File: config.mk
export PLATFORM = sky130hd
export DESIGN_NAME = cic_interpolator
export DESIGN_NICKNAME = d
export VERILOG_FILES = /design/src/rtl/cic_interpolator.sv
export SDC_FILE = /design/constraint.sdc
export NUM_CORES = 1
export LEC_CHECK = 0
export CAP_MARGIN = 20
export CORE_ASPECT_RATIO = 0.6
export CORE_MARGIN = 4
export CORE_UTILIZATION = 27
export CTS_CLUSTER_SIZE = 8
export DETAILED_ROUTE_END_ITERATION = 6
export DONT_BUFFER_PORTS = 1
export HOLD_SLACK_MARGIN = 0.08
export SLEW_MARGIN = 20
export SYNTH_ARGS = -nofsm -noshare
export SYNTH_HDL_FRONTEND = slang
export SYNTH_SLANG_ARGS = --single-unit
File: constraint.sdc
create_clock -name clk -period 3.96 [get_ports clk]
set_clock_uncertainty 0.05 [all_clocks]
set_input_delay 0.99 -clock clk [delete_from_list [all_inputs] [get_ports clk]]
set_output_delay 0.99 -clock clk [all_outputs]
set_load 0.01 [all_outputs]
File: src/rtl/cic_interpolator.sv
// rtl/cic_interpolator.sv - three-stage CIC interpolator (M=1)
// Low-rate combs, zero-stuffing upsampler, full-rate pipelined integrators.
module cic_interpolator #(
  parameter int width     = 18,
  parameter int out_shift = 4
) (
  input  logic        clk,
  input  logic        rst,
  input  logic [15:0] interpolation_ratio,
  input  logic [7:0]  d_in,
  output logic [7:0]  d_out,
  output logic        d_clk
);

  logic [15:0]      cnt_q, cnt_d;
  logic [15:0]      r_q, r_d;
  logic [15:0]      r_new;

  logic [width-1:0] x;
  logic [width-1:0] x_z_q, x_z_d;
  logic [width-1:0] c1_q, c1_d, c1_z_q, c1_z_d;
  logic [width-1:0] c2_q, c2_d, c2_z_q, c2_z_d;
  logic [width-1:0] c3_q, c3_d;

  logic             strb_dly_q, strb_dly_d;
  logic [width-1:0] up;
  logic [width-1:0] i1_q, i1_d, i2_q, i2_d, i3_q, i3_d;
  logic [7:0]       d_out_q, d_out_d;
  logic             unused_i3;

  // Rate counter: the ratio is only sampled on a strobe so a frame always completes.
  always_comb begin
    d_clk = rst & (cnt_q == 16'd0);
    r_new = (interpolation_ratio > 16'd1) ? interpolation_ratio : 16'd1;
    r_d   = r_q;
    cnt_d = cnt_q;
    if (d_clk) begin
      r_d   = r_new;
      cnt_d = (r_new > 16'd1) ? 16'd1 : 16'd0;
    end else if (cnt_q == r_q - 16'd1) begin
      cnt_d = 16'd0;
    end else begin
      cnt_d = cnt_q + 16'd1;
    end
  end

  assign x = {{(width-8){d_in[7]}}, d_in};

  always_comb begin
    x_z_d  = x_z_q;
    c1_d   = c1_q;
    c1_z_d = c1_z_q;
    c2_d   = c2_q;
    c2_z_d = c2_z_q;
    c3_d   = c3_q;
    if (d_clk) begin
      c1_d   = x - x_z_q;
      c2_d   = c1_d - c1_z_q;
      c3_d   = c2_d - c2_z_q;
      x_z_d  = x;
      c1_z_d = c1_d;
      c2_z_d = c2_d;
    end
  end

  // The comb result is valid the cycle after the strobe edge, so the stuffer follows strb_dly.
  always_comb begin
    strb_dly_d = d_clk;
    up         = strb_dly_q ? c3_q : '0;
    i1_d       = i1_q + up;
    i2_d       = i2_q + i1_q;
    i3_d       = i3_q + i2_q;
    d_out_d    = i3_q[out_shift+7:out_shift];
  end

  assign unused_i3 = ^i3_q;
  assign d_out     = d_out_q;

  always_ff @(posedge clk or negedge rst) begin
    if (!rst) begin
      cnt_q      <= '0;
      r_q        <= '0;
      x_z_q      <= '0;
      c1_q       <= '0;
      c1_z_q     <= '0;
      c2_q       <= '0;
      c2_z_q     <= '0;
      c3_q       <= '0;
      strb_dly_q <= 1'b0;
      i1_q       <= '0;
      i2_q       <= '0;
      i3_q       <= '0;
      d_out_q    <= '0;
    end else begin
      cnt_q      <= cnt_d;
      r_q        <= r_d;
      x_z_q      <= x_z_d;
      c1_q       <= c1_d;
      c1_z_q     <= c1_z_d;
      c2_q       <= c2_d;
      c2_z_q     <= c2_z_d;
      c3_q       <= c3_d;
      strb_dly_q <= strb_dly_d;
      i1_q       <= i1_d;
      i2_q       <= i2_d;
      i3_q       <= i3_d;
      d_out_q    <= d_out_d;
    end
  end

endmodule

==> flow_summary.ini, run 1 <==
[floorplan]
dieHeight_um = 134
io_pins = 35
start_util_pct = 27.9
coreArea_mm2 = 0.0257
die_area_mm2 = 0.0293
die_w_um = 218
rows = 45

[route]
num_vias = 5381
vias_per_cell = 4.54
drt-total-wl_mm = 15.6
drc = 0
ant_nets = 0
wire_per_inst_um = 13.2
drt_iter0_markers = 349
dr.pass1.iters = 5

[global_route]
grt_usage_pct = 11.3
antenna_found_initial = 0
grt_pass1_wl_mm = 26.7
grt_pass1_vias = 5227
grt_max_degree = 120
grt.overflow.total = 0

[logic_synthesis]
synthArstFlopShare_pct = 100
synth_edf_count = 0
ys_types = 52
synth_area_mm2 = 0.00717
yosys_warnings = 0
syn_inst = 765
seq_area_frac_synth_pct = 41.2
ys_ff_latch = 118
syn_avg_cell_area_um2 = 9.37
synthFlopType = dfrtp_1
synthesis.nets = 862

[outcome]
status = finished with violations
violations = setup timing

[cells_and_area]
stdcell_count = 1184
nets = 916
area_delta_synth_final_pct = 23.2
insertedDiodeCount = 0
drive_gt1_share_pct = 16.8

[setup_path]
cp.required_ns = 4.22
cp-start-kind = input port
critPathArrivalTime_ns = 4.60
worstSetupEndpointType = flop
crit_fanout = 2
critical_path_class = input port to flop

[clock_network]
path_clk_slew_ns = 0.06
worstSkewPairLatency_ns = 0.43
cts.sinks = 118
htreeDepth = 4
cts_root_buf = clkbuf_16
cts_tree = built
clk_path_buf_depth = 2
cts_buffers = 17
cts-hold-fix-buffers = 0

[worst_hold_path]
hold_class = input port to async pin

[job]
max_cap_violations = 0

[sta]
drv_slew = 0
period_share_pct = 110
clock.fmax_mhz = 230
rsz0062_at_grt = yes
max_slew.worst_pin.slew_ns = 0.886
min_period_ns = 4.34
worst_slack_ns = -0.381
maxSlewHeadroom_pct = 40.4
setup_violations = 4
final_hold_viol_count = 0

[placement]
place_congestion = 0.774
port_buffers = 0
dp.cells = 1147
post-dp-hpwl_mm = 11.2
layer usage:
metal,GRT usage [%],vias up,share of wire [%]
met5,0,-,0
met3,3.96,14,3.9
met2,15.0,51,39
li1,-,2748,-
met1,17.1,2568,56
met4,3.30,0,1.3
cells in the final DEF (no fill, tap or decap), drive strengths merged, types with 6 or more instances in the layout:
cell	instances
xor2	25
mux2	10
o21ai	57
nor2	47
nand4	9
nand2	97
nand2b	6
nand3	19
or3	7
a21oi	37
buf	54
dfrtp	118
a21o	13
fa	6
xnor2	57
nor2b	12
nor3	15
clkbuf	19
ha	65
and2	11
inv	62
nor4	11
clkinv	7
a21boi	7
repair_timing:
item                                    4_1_cts  5_1_grt
pin swaps                                    27       15
buffers inserted                              2        3
endpoints found under the hold margin         0        0
gates resized for setup                      15       30
endpoints found under the setup margin        5        5
logic make-up (layout without fill, tap and decap cells):
family	Yosys count	after routing	share of synthesized area (%)
simple gates	255	255	17.1
compound gates	147	147	12.6
flops	118	118	41.2
xor+xnor	82	82	10.0
buf+inv	82	149	4.50
fa+ha+maj	71	71	13.0
mux	10	10	1.57
layout make-up:
cell class | instances | area (um^2)
inverter | 63 | 263
fill | 2603 | 16800
clock inverter | 13 | 180
multi-input combinational | 565 | 4140
tap | 352 | 440
timing repair buffer | 54 | 413
clock buffer | 19 | 443
sequential | 118 | 2950
sequential cells by signal, summed over array words and instances (netlist names):
signal	count
x_z_q	8
strb_dly_q	1
i3_q	12
cnt_q	16
c2_z_q	12
i2_q	12
c1_z_q	9
c3_q	12
i1_q	12
r_q	16
d_out	8
worst paths after layout:
kind                                      start              endpoint  slack [ns]  cells past startpoint
hold / removal                              rst  x_z_q[2]$_DFFE_PN0P_        0.21                      0
min in group clk              i3_q[5]$_DFF_PN0_    d_out[1]$_DFF_PN0_        0.33                      0
setup / recovery                        d_in[0]  c3_q[11]$_DFFE_PN0P_       -0.38                     21
setup reg to reg           x_z_q[0]$_DFFE_PN0P_  c3_q[11]$_DFFE_PN0P_       -0.23                     20
max in group asynchronous                   rst    i3_q[11]$_DFF_PN0_        3.47                      0
hold reg to reg               i3_q[5]$_DFF_PN0_    d_out[1]$_DFF_PN0_        0.33                      0
cell usage after synthesis, types with 6 or more instances:
cell type | count | area (um^2)
nor2b_1 | 12 | 75.1
a21boi_0 | 7 | 52.6
nor3_1 | 14 | 70.1
xor2_1 | 25 | 219
nor2_1 | 47 | 176
clkbuf_1 | 12 | 45.0
xnor2_1 | 57 | 499
nand3_1 | 19 | 95.1
and2_1 | 11 | 68.8
nand4_1 | 9 | 56.3
nor4_1 | 11 | 68.8
mux2_2 | 10 | 113
or3_1 | 7 | 43.8
o21ai_0 | 57 | 285
nand2_1 | 97 | 364
a21o_1 | 13 | 97.6
fa_1 | 6 | 120
a21oi_1 | 37 | 185
dfrtp_1 | 118 | 2950
inv_1 | 63 | 236
ha_1 | 65 | 813
nand2b_1 | 6 | 37.5
critical path: stages:
cell,delay (ns)
clkinv_16,0.02
ha_4,0.11
inv_2,0.03
fa_2,0.34
a21o_1,0.18
a21oi_2,0.17
o21bai_1,0.11
a21oi_2,0.21
xnor2_2,0.15
ha_1,0.27
or2_4,0.23
a21oi_2,0.13
a21oi_2,0.06
xnor2_2,0.14
ha_1,0.28
a21o_1,0.19
a21o_1,0.16
a221oi_2,0.25
xnor2_1,0.13
and3_1,0.18
a211o_1,0.26
stage by stage:
step	worst slack [ns]	hold slack (ns)	setup TNS, ns	utilization [%]	cell area [um^2]
2_1_floorplan	-0.714	0.307	-1.38	-	7240
3_3_place_gp	-0.980	0.318	-3.38	31.0	7960
3_5_place_dp	-0.986	0.317	-3.83	31.0	7960
4_1_cts	-0.378	0.184	-0.831	33.7	8660
5_1_grt	-0.535	0.170	-1.34	34.4	8830
6_report	-0.381	0.208	-0.616	34.4	8830
Power of run 1 is not shown: default switching activity piles up to over one toggle a cycle in this logic, so the estimate is an artifact.
==> run 2: changes to the inputs <==
CORE_UTILIZATION = 40   (was 27)
clock period = 4.5 ns   (was 3.96 ns; I/O delays follow)
==> run 2 against run 1 <==
Compared with the run above:
- the flow still finishes with violations (setup timing)
- critical path type unchanged
- non-clock buffer count fell by 12
- design area fell by 3.9%
- first-iteration DRC count rose by 13%
- via count fell by 2.5%
- critical endpoint unchanged
- sequential share of layout area rose by 1.4 points
- clock-buffer cell count rose by 1
- critical path depth did not move
==> flow_summary.ini, run 2 (synthesis results as in run 1) <==
[outcome]
status = finished with violations
violations = setup timing

[route]
drt_iter0_markers = 394
wire_per_inst_um = 14.3
num_vias = 5248
drc = 0
vias_per_cell = 4.98
drt-total-wl_mm = 15.1
ant_nets = 0
dr.pass1.iters = 5

[setup_path]
cp-start-kind = input port
crit_top_cell = a21oi_2
cp.required_ns = 4.76
critical_path_class = input port to flop
rr_startpoint = x_z_q[0]$_DFFE_PN0P_
r2r_end = c3_q[11]$_DFFE_PN0P_
slowest_stage = fa_2
crit_path_max_incr_delay_ns = 0.37
critPathArrivalTime_ns = 4.79
crit_chain = clkinv_16 > ha_4 > inv_2 > fa_2 > a21o_1 > a21oi_2 > o21bai_1 > a21oi_2 > xnor2_2 > ha_1 > or2_4 > a21oi_2 > a21oi_2 > xnor2_2 > ha_1 > a21o_1 > a21o_1 > a221oi_2 > xnor2_1 > and3_1 > a211o_1
r2r_cells = 20
crit_fanout = 2
ff2ff_setup_slack_ns = 0.26
worstSetupEndpointType = flop

[sta]
maxSlewHeadroom_pct = 36.3
period_share_pct = 101
max_slew.worst_pin.slew_ns = 0.953
setup_violations = 1
worst_slack_ns = -0.0303
min_period_ns = 4.53
rsz0062_at_grt = yes
drv_slew = 0
clock.fmax_mhz = 221
final_hold_viol_count = 0

[floorplan]
coreArea_mm2 = 0.0174
die_area_mm2 = 0.0202
dieHeight_um = 112
io_pins = 35
die_w_um = 181
start_util_pct = 41.3
rows = 37

[global_route]
grt_max_degree = 120
grt_pass1_wl_mm = 26.0
grt_pass1_vias = 5010
grt_usage_pct = 15.9
antenna_found_initial = 0
grt.overflow.total = 0

[worst_hold_path]
min_to = d_out[0]$_DFF_PN0_
whs_path_depth = 0
worstHoldStart = i3_q[4]$_DFF_PN0_
hold_class = flop to flop

[clock_network]
htreeDepth = 4
cts_buffers = 17
cts_root_buf = clkbuf_16
cts_tree = built
worstSkewPairLatency_ns = 0.42
cts-hold-fix-buffers = 0
path_clk_slew_ns = 0.06
cts.sinks = 118
clk_path_buf_depth = 2

[cells_and_area]
layout_common_cells = dfrtp_1, nand2_1, ha_1, inv_1, xnor2_1
layout_commonest_cell = dfrtp_1
fin_area_mm2 = 0.00849
insertedDiodeCount = 0
nets = 904
drive_gt1_share_pct = 14.4
top_regs = cnt_q x16, r_q x16
area_delta_synth_final_pct = 18.4
final_util_pct = 48.9

[placement]
post-dp-hpwl_mm = 10.7
dpl_cell_area_mm2 = 0.00772
place_congestion = 0.811
port_buffers = 0

[job]
max_cap_violations = 0
## run 2: cell types whose count changed in the layout (fill, tap and decap cells not counted), moves of 2 or more
cell / before / now
buf_6: 2 / 0
a21oi_2: 6 / 4
o21ai_0: 43 / 49
o21ai_2: 6 / 3
a21boi_4: 3 / 0
a21boi_2: 0 / 3
clkinv_4: 2 / 0
clkinvlp_4: 3 / 5
buf_4: 52 / 42
o21ai_1: 7 / 5
## run 2: critical path, delay by kind of cell
family / cells / cell delay, ns
adders and majority gates: 4 / 1.02
xor gates and xnor gates: 3 / 0.45
AOI/OAI and AO/OA: 10 / 1.73
buffers and inverters: 2 / 0.06
and+or+nand+nor: 2 / 0.41
## run 2: repair_timing
| item | in CTS | in global routing |
|---|---|---|
| endpoints found under the setup margin | 1 | 4 |
| setup buffers | 2 | 0 |
| gates resized for setup | 17 | 17 |
| pin swaps | 19 | 10 |
## run 2: metrics by stage
stage	hold slack, ns	std cells	TNS [ns]	setup slack [ns]
floorplan	0.307	765	-0.320	-0.320
global placement	0.315	1020	-1.41	-0.570
detailed placement	0.320	1020	-1.92	-0.673
CTS	0.325	1054	0	0.000512
global route	0.318	1054	-0.152	-0.152
finish	0.328	1054	-0.0303	-0.0303
## run 2: worst max-delay path by stage
stage	start	endpoint	slack (ns)	depth (start not counted)
final	d_in[0]	c3_q[11]$_DFFE_PN0P_	-0.03	21
after global routing	d_in[0]	c3_q[11]$_DFFE_PN0P_	-0.15	21
after CTS	d_in[0]	c3_q[11]$_DFFE_PN0P_	0.0005	21
after detailed placement	d_in[0]	c3_q[11]$_DFFE_PN0P_	-0.67	21
after global placement	d_in[0]	c3_q[11]$_DFFE_PN0P_	-0.57	21
after floorplan	d_in[0]	c3_q[11]$_DFFE_PN0P_	-0.32	21
## run 2: per-layer routing
metal	track usage (%)	share of wire [%]	vias to the layer above
li1	-	-	2707
met1	26.0	57	2421
met2	19.0	36	109
met3	5.45	5.9	11
met4	4.18	0.94	0
met5	0	0	-
## run 2: cell type report
class | count | area [um^2]
clock buffer | 20 | 457
clock inverter | 12 | 151
timing repair buffer | 42 | 315
multi-input combinational | 565 | 4050
tap | 234 | 293
sequential | 118 | 2950
inverter | 63 | 263
fill | 1619 | 8870
Power of run 2 is left out for the same reason.
